$ cat src/rtl/riscv_mem_arbiter.sv
//------------------------------------------------------------------------------
// riscv_mem_arbiter
//
// Purpose:
//   Shares one block-wide memory port between the instruction cache (refill
//   reads only) and the data cache (write-backs and refills).  A three-state
//   FSM (IDLE / GNT_I / GNT_D) grants one requester at a time.  The shared
//   port address, write data and strobes are registered on the grant edge and
//   held for the whole transaction.  Completion is signalled combinationally
//   back to the granted requester in the cycle the memory reports ready.
//
// Configuration:
//   RISCV_ARB_ROUND_ROBIN_EN  defined   : simultaneous requests are resolved
//                                         with a 1-bit last-grant register
//                                         (reset value = icache).
//                             undefined : the dcache always wins a tie.
//
// Ports:
//   i_riscv_arb_clk            clock, rising edge
//   i_riscv_arb_rst            asynchronous active-low reset
//   i_riscv_arb_imem_rden      icache refill request (held until ready)
//   i_riscv_arb_imem_addr      icache block address
//   o_riscv_arb_imem_ready     icache completion pulse
//   o_riscv_arb_imem_data_out  icache refill data (0 unless ready)
//   i_riscv_arb_dmem_wren      dcache write-back request
//   i_riscv_arb_dmem_rden      dcache refill request
//   i_riscv_arb_dmem_addr      dcache block address
//   i_riscv_arb_dmem_data_in   dcache write-back data
//   o_riscv_arb_dmem_ready     dcache completion pulse
//   o_riscv_arb_dmem_data_out  dcache refill data (0 unless ready)
//   o_riscv_arb_mem_wren       shared port write strobe
//   o_riscv_arb_mem_rden       shared port read strobe
//   o_riscv_arb_mem_addr       shared port block address
//   o_riscv_arb_mem_data_in    shared port write data
//   i_riscv_arb_mem_ready      shared port completion
//   i_riscv_arb_mem_data_out   shared port read data
//------------------------------------------------------------------------------
module riscv_mem_arbiter #(
   parameter int unsigned DATA_WIDTH = 128,
   parameter int unsigned S_ADDR     = 23
) (
   input  logic                  i_riscv_arb_clk,
   input  logic                  i_riscv_arb_rst,
   // icache side
   input  logic                  i_riscv_arb_imem_rden,
   input  logic [S_ADDR-1:0]     i_riscv_arb_imem_addr,
   output logic                  o_riscv_arb_imem_ready,
   output logic [DATA_WIDTH-1:0] o_riscv_arb_imem_data_out,
   // dcache side
   input  logic                  i_riscv_arb_dmem_wren,
   input  logic                  i_riscv_arb_dmem_rden,
   input  logic [S_ADDR-1:0]     i_riscv_arb_dmem_addr,
   input  logic [DATA_WIDTH-1:0] i_riscv_arb_dmem_data_in,
   output logic                  o_riscv_arb_dmem_ready,
   output logic [DATA_WIDTH-1:0] o_riscv_arb_dmem_data_out,
   // shared memory port
   output logic                  o_riscv_arb_mem_wren,
   output logic                  o_riscv_arb_mem_rden,
   output logic [S_ADDR-1:0]     o_riscv_arb_mem_addr,
   output logic [DATA_WIDTH-1:0] o_riscv_arb_mem_data_in,
   input  logic                  i_riscv_arb_mem_ready,
   input  logic [DATA_WIDTH-1:0] i_riscv_arb_mem_data_out
);

   typedef enum logic [1:0] {
      IDLE  = 2'd0,
      GNT_I = 2'd1,
      GNT_D = 2'd2
   } state_t;

   state_t state;
   state_t state_next;

   logic icache_req;
   logic dcache_req;
   logic pick_d;
   logic grant_i;
   logic grant_d;
   logic done;
   logic armed;

   assign icache_req = i_riscv_arb_imem_rden;
   assign dcache_req = i_riscv_arb_dmem_wren | i_riscv_arb_dmem_rden;

   // Arbitration is only evaluated from IDLE, so pick_d merely says which
   // requester would win if a grant is taken this cycle.
`ifdef RISCV_ARB_ROUND_ROBIN_EN
   logic last_d;

   // On a tie, serve whoever was not served last.
   always_comb begin
      pick_d = dcache_req & (~icache_req | ~last_d);
   end

   always_ff @(posedge i_riscv_arb_clk or negedge i_riscv_arb_rst) begin
      if (!i_riscv_arb_rst) begin
         last_d <= 1'b0;
      end else if (grant_d) begin
         last_d <= 1'b1;
      end else if (grant_i) begin
         last_d <= 1'b0;
      end
   end
`else
   always_comb begin
      pick_d = dcache_req;
   end
`endif

   // The first cycle after reset release only arms the arbiter, so the
   // earliest grant lands on the second rising edge.
   always_ff @(posedge i_riscv_arb_clk or negedge i_riscv_arb_rst) begin
      if (!i_riscv_arb_rst) begin
         armed <= 1'b0;
      end else begin
         armed <= 1'b1;
      end
   end

   always_ff @(posedge i_riscv_arb_clk or negedge i_riscv_arb_rst) begin
      if (!i_riscv_arb_rst) begin
         state <= IDLE;
      end else begin
         state <= state_next;
      end
   end

   // Every completion returns to IDLE, which forces a one-cycle gap between
   // consecutive grants.
   always_comb begin
      state_next = state;
      grant_i    = 1'b0;
      grant_d    = 1'b0;
      done       = 1'b0;
      case (state)
         IDLE: begin
            if (armed) begin
               if (pick_d) begin
                  state_next = GNT_D;
                  grant_d    = 1'b1;
               end else if (icache_req) begin
                  state_next = GNT_I;
                  grant_i    = 1'b1;
               end
            end
         end
         GNT_I, GNT_D: begin
            if (i_riscv_arb_mem_ready) begin
               state_next = IDLE;
               done       = 1'b1;
            end
         end
         default: begin
            state_next = IDLE;
         end
      endcase
   end

   // Shared port registers: loaded only on the grant edge so requester input
   // changes during a grant cannot disturb the memory. A dcache request with
   // both wren and rden is issued as the write; the read re-arbitrates later.
   always_ff @(posedge i_riscv_arb_clk or negedge i_riscv_arb_rst) begin
      if (!i_riscv_arb_rst) begin
         o_riscv_arb_mem_wren    <= 1'b0;
         o_riscv_arb_mem_rden    <= 1'b0;
         o_riscv_arb_mem_addr    <= '0;
         o_riscv_arb_mem_data_in <= '0;
      end else if (grant_d) begin
         o_riscv_arb_mem_wren    <= i_riscv_arb_dmem_wren;
         o_riscv_arb_mem_rden    <= i_riscv_arb_dmem_rden & ~i_riscv_arb_dmem_wren;
         o_riscv_arb_mem_addr    <= i_riscv_arb_dmem_addr;
         o_riscv_arb_mem_data_in <= i_riscv_arb_dmem_data_in;
      end else if (grant_i) begin
         o_riscv_arb_mem_wren    <= 1'b0;
         o_riscv_arb_mem_rden    <= 1'b1;
         o_riscv_arb_mem_addr    <= i_riscv_arb_imem_addr;
         o_riscv_arb_mem_data_in <= '0;
      end else if (done) begin
         o_riscv_arb_mem_wren    <= 1'b0;
         o_riscv_arb_mem_rden    <= 1'b0;
      end
   end

   // Completion is combinational so the requester sees it in the same cycle
   // as the memory; data is gated to zero outside the pulse.
   always_comb begin
      o_riscv_arb_imem_ready    = (state == GNT_I) & i_riscv_arb_mem_ready;
      o_riscv_arb_dmem_ready    = (state == GNT_D) & i_riscv_arb_mem_ready;
      o_riscv_arb_imem_data_out = '0;
      o_riscv_arb_dmem_data_out = '0;
      if (o_riscv_arb_imem_ready) begin
         o_riscv_arb_imem_data_out = i_riscv_arb_mem_data_out;
      end
      if (o_riscv_arb_dmem_ready) begin
         o_riscv_arb_dmem_data_out = i_riscv_arb_mem_data_out;
      end
   end

endmodule

$ cat config.mk
export PLATFORM = sky130hd
export DESIGN_NAME = riscv_mem_arbiter
export DESIGN_NICKNAME = d
export VERILOG_FILES = /design/src/rtl/riscv_mem_arbiter.sv
export SDC_FILE = /design/constraint.sdc
export NUM_CORES = 1
export LEC_CHECK = 0
export CAP_MARGIN = 10
export CORE_AREA = 2 2 279 281
export CTS_CLUSTER_DIAMETER = 80
export DETAILED_ROUTE_END_ITERATION = 8
export DIE_AREA = 0 0 281 283
export GPL_ROUTABILITY_DRIVEN = 0
export SYNTH_ARGS = -nofsm -noshare
export SYNTH_HDL_FRONTEND = slang
export SYNTH_SLANG_ARGS = --single-unit
$ cat constraint.sdc
create_clock -name i_riscv_arb_clk -period 1.79 [get_ports i_riscv_arb_clk]
set_clock_uncertainty 0.1 [all_clocks]
set_input_delay 0.179 -clock i_riscv_arb_clk [delete_from_list [all_inputs] [get_ports i_riscv_arb_clk]]
set_output_delay 0.179 -clock i_riscv_arb_clk [all_outputs]
set_load 0.02 [all_outputs]
==> metrics.md <==
| Metric | Value |
|---|---|
| Most area-hungry cell type in the Yosys netlist | `dfrtp_1` |
| Worst min path class | `primary input to asynchronous set/reset pin` |
| Top cells by area, synth | `dfrtp_1 50%, and3_1 21%, a22o_1 14%, clkbuf_1 3.5%, o21a_1 2.2%` |
| Max-Cap Viols | `0` |
| Asr flop ratio synth | `100.0%` |
| Drt pass-1 iters | `5` |
| Clock sinks | `156` |
| Via count | `9984` |
| Clk root buf | `clkbuf_16` |
| Switching Fraction | `41.08%` |
| Final worst-path cycle share | `123.9%` |
| Die height | `283 um` |
| Setup WS post-layout | `-0.4275 ns` |
| GRT met3 Usage | `4.511%` |
| Ys Warns | `0` |
| Flip-flop and latch count after synthesis | `156` |
| Worst-path clk slew | `0.07 ns` |
| Worst Tran Pin Value | `0.5065 ns` |
| RR Startpoint | `state[1]` |
| List of most frequent post-synthesis cells | `256 x and3_1, 156 x dfrtp_1, 128 x a22o_1` |
| Critical path type | `flip-flop to primary output` |
| Period minus WS final | `2.218 ns` |
| FMAX | `0.4510 GHz` |
| Sequential share of power | `25.8%` |
| Most numerous cell in the Yosys netlist | `and3_1` |
| GRT Overall Usage | `11.80%` |
| Hold slack | `0.03895 ns` |
| Final std cells w/o fill | `2580` |
| GR Overflow Total | `0` |
| Final-layout fill cell count | `8237` |
| Max_slew headroom | `66.23%` |
| Row Count | `102` |
| CTS max path bufs | `2` |
| NumNets Final | `1833` |
| Grt met2 use | `19.70%` |
| Arrival time at the worst endpoint | `1.94 ns` |
| H-tree Lvls | `4` |
| CP Capture Type | `primary output` |
| RSZ-0062 raised after global routing | `true` |
| Post-Syn Area | `7759 sq um` |
| IO Pins | `719` |
| Post-Place Cells | `2525` |
| EDFF count, synth | `0` |
| Antenna Violating Nets Remaining | `0` |
| Insertion delay to the later sink of the worst-skew pair | `0.47 ns` |
| Post-synthesis sequential area ratio | `50.31%` |
| Largest fanout on the critical path | `7` |
| DR vias/cell | `3.870` |
| P&R area growth vs syn | `136.7%` |
| Final WL | `53.01 mm` |
| CTS tree | `yes` |
| Syn_nets | `1070` |
| RR Endpoint | `o_riscv_arb_mem_data_in[103]` |
| Clock share of power | `15.9%` |
| Port bufs | `718` |
| Worst setup SP type | `flip-flop` |
| Setup violators final | `415` |
| Synth Area per Inst | `10.22 sq um` |
| DR WL/cell | `20.55 um` |
| M1 GR Usage | `13.69%` |
| Fin. Hold Viols | `0` |
| Comb power frac | `58.3%` |
| Status | `finished with violations` |
| Largest net degree at the start of global routing | `63` |
| Layout cells sized above 1 | `34.53%` |
| P_int | `13.90 mW` |
| Worst r2r path cells | `9` |
| Util after Layout | `23.94%` |
| Gr busiest metal | `met2` |
| Setup Slack @ Placement | `-0.2947 ns` |
| Starting Density | `10.12%` |
| Die area | `79520 sq um` |
| Die Wd | `281 um` |
| CP required | `1.51 ns` |
| Yosys cell types | `26` |
| Top_reg_cell synth | `dfrtp_1` |
| Leakage power | `8.363 nW` |
| Total CTS buffers | `17` |
| Iter 0 DRT Violations | `508` |
| Antenna violations before repair | `5` |
| Failing checks | `negative setup slack` |
| Vias in the first global route | `9795` |
| Top-area cell type share of the netlist area | `50.31%` |
| Global-route wire length before repair | `68.64 mm` |
| Cell area power density | `1285 nW/um^2` |
| Net Switching | `9.694 mW` |
| Detailed placement HPWL | `40.22 mm` |
| Mapped Cells | `759` |
| Reg2reg setup slack | `-0.17 ns` |
| Peak supply drop | `0.6587 mV` |
| Pins Over Slew Limit | `0` |
| DRC violations left | `0` |
| Core area | `76700 sq um` |
==> cells in the final DEF, fill, tap and decap left out, drive strengths merged <==
cell / count
a22oi: 1
o311ai: 1
clkbuf: 40
buf: 341
a21oi: 1
dfrtp: 156
clkinv: 3
ha: 3
dlygate4sd2: 2
and2: 3
nor2: 2
o32ai: 1
a31oi: 23
nand3: 2
bufinv: 1
nand4b: 1
clkdlybuf4s50: 457
nor2b: 1
a22o: 128
o21a: 23
conb: 1
clkinvlp: 2
o21ai: 25
clkdlybuf4s15: 21
dlygate4sd3: 1
nand2: 28
inv: 10
a32o: 1
diode: 5
and3: 256
==> final cells by class <==
type | instances | area, sq um | share of cell area [%]
well taps | 1040 | 1301 | 7.087
diodes | 5 | 12.51 | 0.06814
multi-input cells | 501 | 3988 | 21.72
clock buffers | 18 | 439.2 | 2.392
clock inverters | 14 | 151.4 | 0.8245
repair buffers | 844 | 8558 | 46.61
inverters | 2 | 7.507 | 0.04089
flip-flops and latches | 156 | 3904 | 21.26
==> power groups by stage <==
stage / clock network [mW] / registers, mW / logic [mW]
final: 3.74 / 6.09 / 13.8
after global routing: 4.02 / 6.31 / 14.4
after CTS: 3.88 / 6.09 / 12.6
after detailed placement: 0 / 6.10 / 12.6
after global placement: 0 / 6.08 / 12.5
after floorplan: 0 / 7.95 / 3.68
==> worst max-delay path, stage by stage (launching register included) <==
cell and delay, ns:
dfrtp_1 0.43, inv_2 0.10, ha_4 0.17, buf_12 0.16
clkbuf_16 0.19, and3_4 0.26, buf_12 0.12
==> flip-flops by register name, summed over array words and instances, names as in the netlist <==
register and flops:
o_riscv_arb_mem_data_in 128, o_riscv_arb_mem_addr 23, state 2, armed 1
o_riscv_arb_mem_rden 1, o_riscv_arb_mem_wren 1
==> worst max path at each step <==
stage	start	slack, ns	depth (start not counted)	to
after global routing	state[0]	-0.48	6	o_riscv_arb_dmem_data_out[91]
after floorplan	state[0]	0.11	7	o_riscv_arb_mem_data_in[101]
final	state[0]	-0.43	6	o_riscv_arb_dmem_data_out[91]
after global placement	state[1]	-0.29	6	o_riscv_arb_imem_data_out[25]
after detailed placement	state[1]	-0.29	6	o_riscv_arb_imem_data_out[54]
after CTS	state[1]	-0.48	6	o_riscv_arb_imem_data_out[54]
==> logic make-up (layout without fill, tap and decap cells) <==
family,Yosys count,after routing,share of synthesized area [%]
AND/OR/NAND/NOR,293,293,22.69
AO/OA/AOI/OAI,204,204,20.88
flip-flops,156,156,50.31
buffers and inverters,102,878,5.580
adder cells (fa/ha/maj),3,3,0.4838
other,1,6,0.04833
==> repair_timing <==
item,4_1_cts,5_1_grt
gates cloned,1,15
endpoints found under the setup margin,436,467
hold buffers,1,0
buffers inserted,0,6
pin swaps,1,6
hold endpoints to repair,156,0
resized for setup,552,527
==> metrics by stage <==
| stage | instance area, sq um | power, mW | setup TNS (ns) |
|---|---|---|---|
| 2_1_floorplan | 7759 | 11.63 | 0 |
| 3_3_place_gp | 16940 | 18.55 | -63.62 |
| 3_5_place_dp | 16940 | 18.69 | -60.78 |
| 4_1_cts | 17590 | 22.59 | -117.75 |
| 5_1_grt | 18350 | 24.71 | -134.97 |
| 6_report | 18360 | 23.60 | -101.53 |
==> metal layers <==
layer  vias up  share of wire (%)
li1       4397                  -
met5         -              0.087
met3        94                 10
met4         6                3.1
met1      4922                 40
met2       565                 47
No activity file was read; power rests on OpenSTA's default activity.
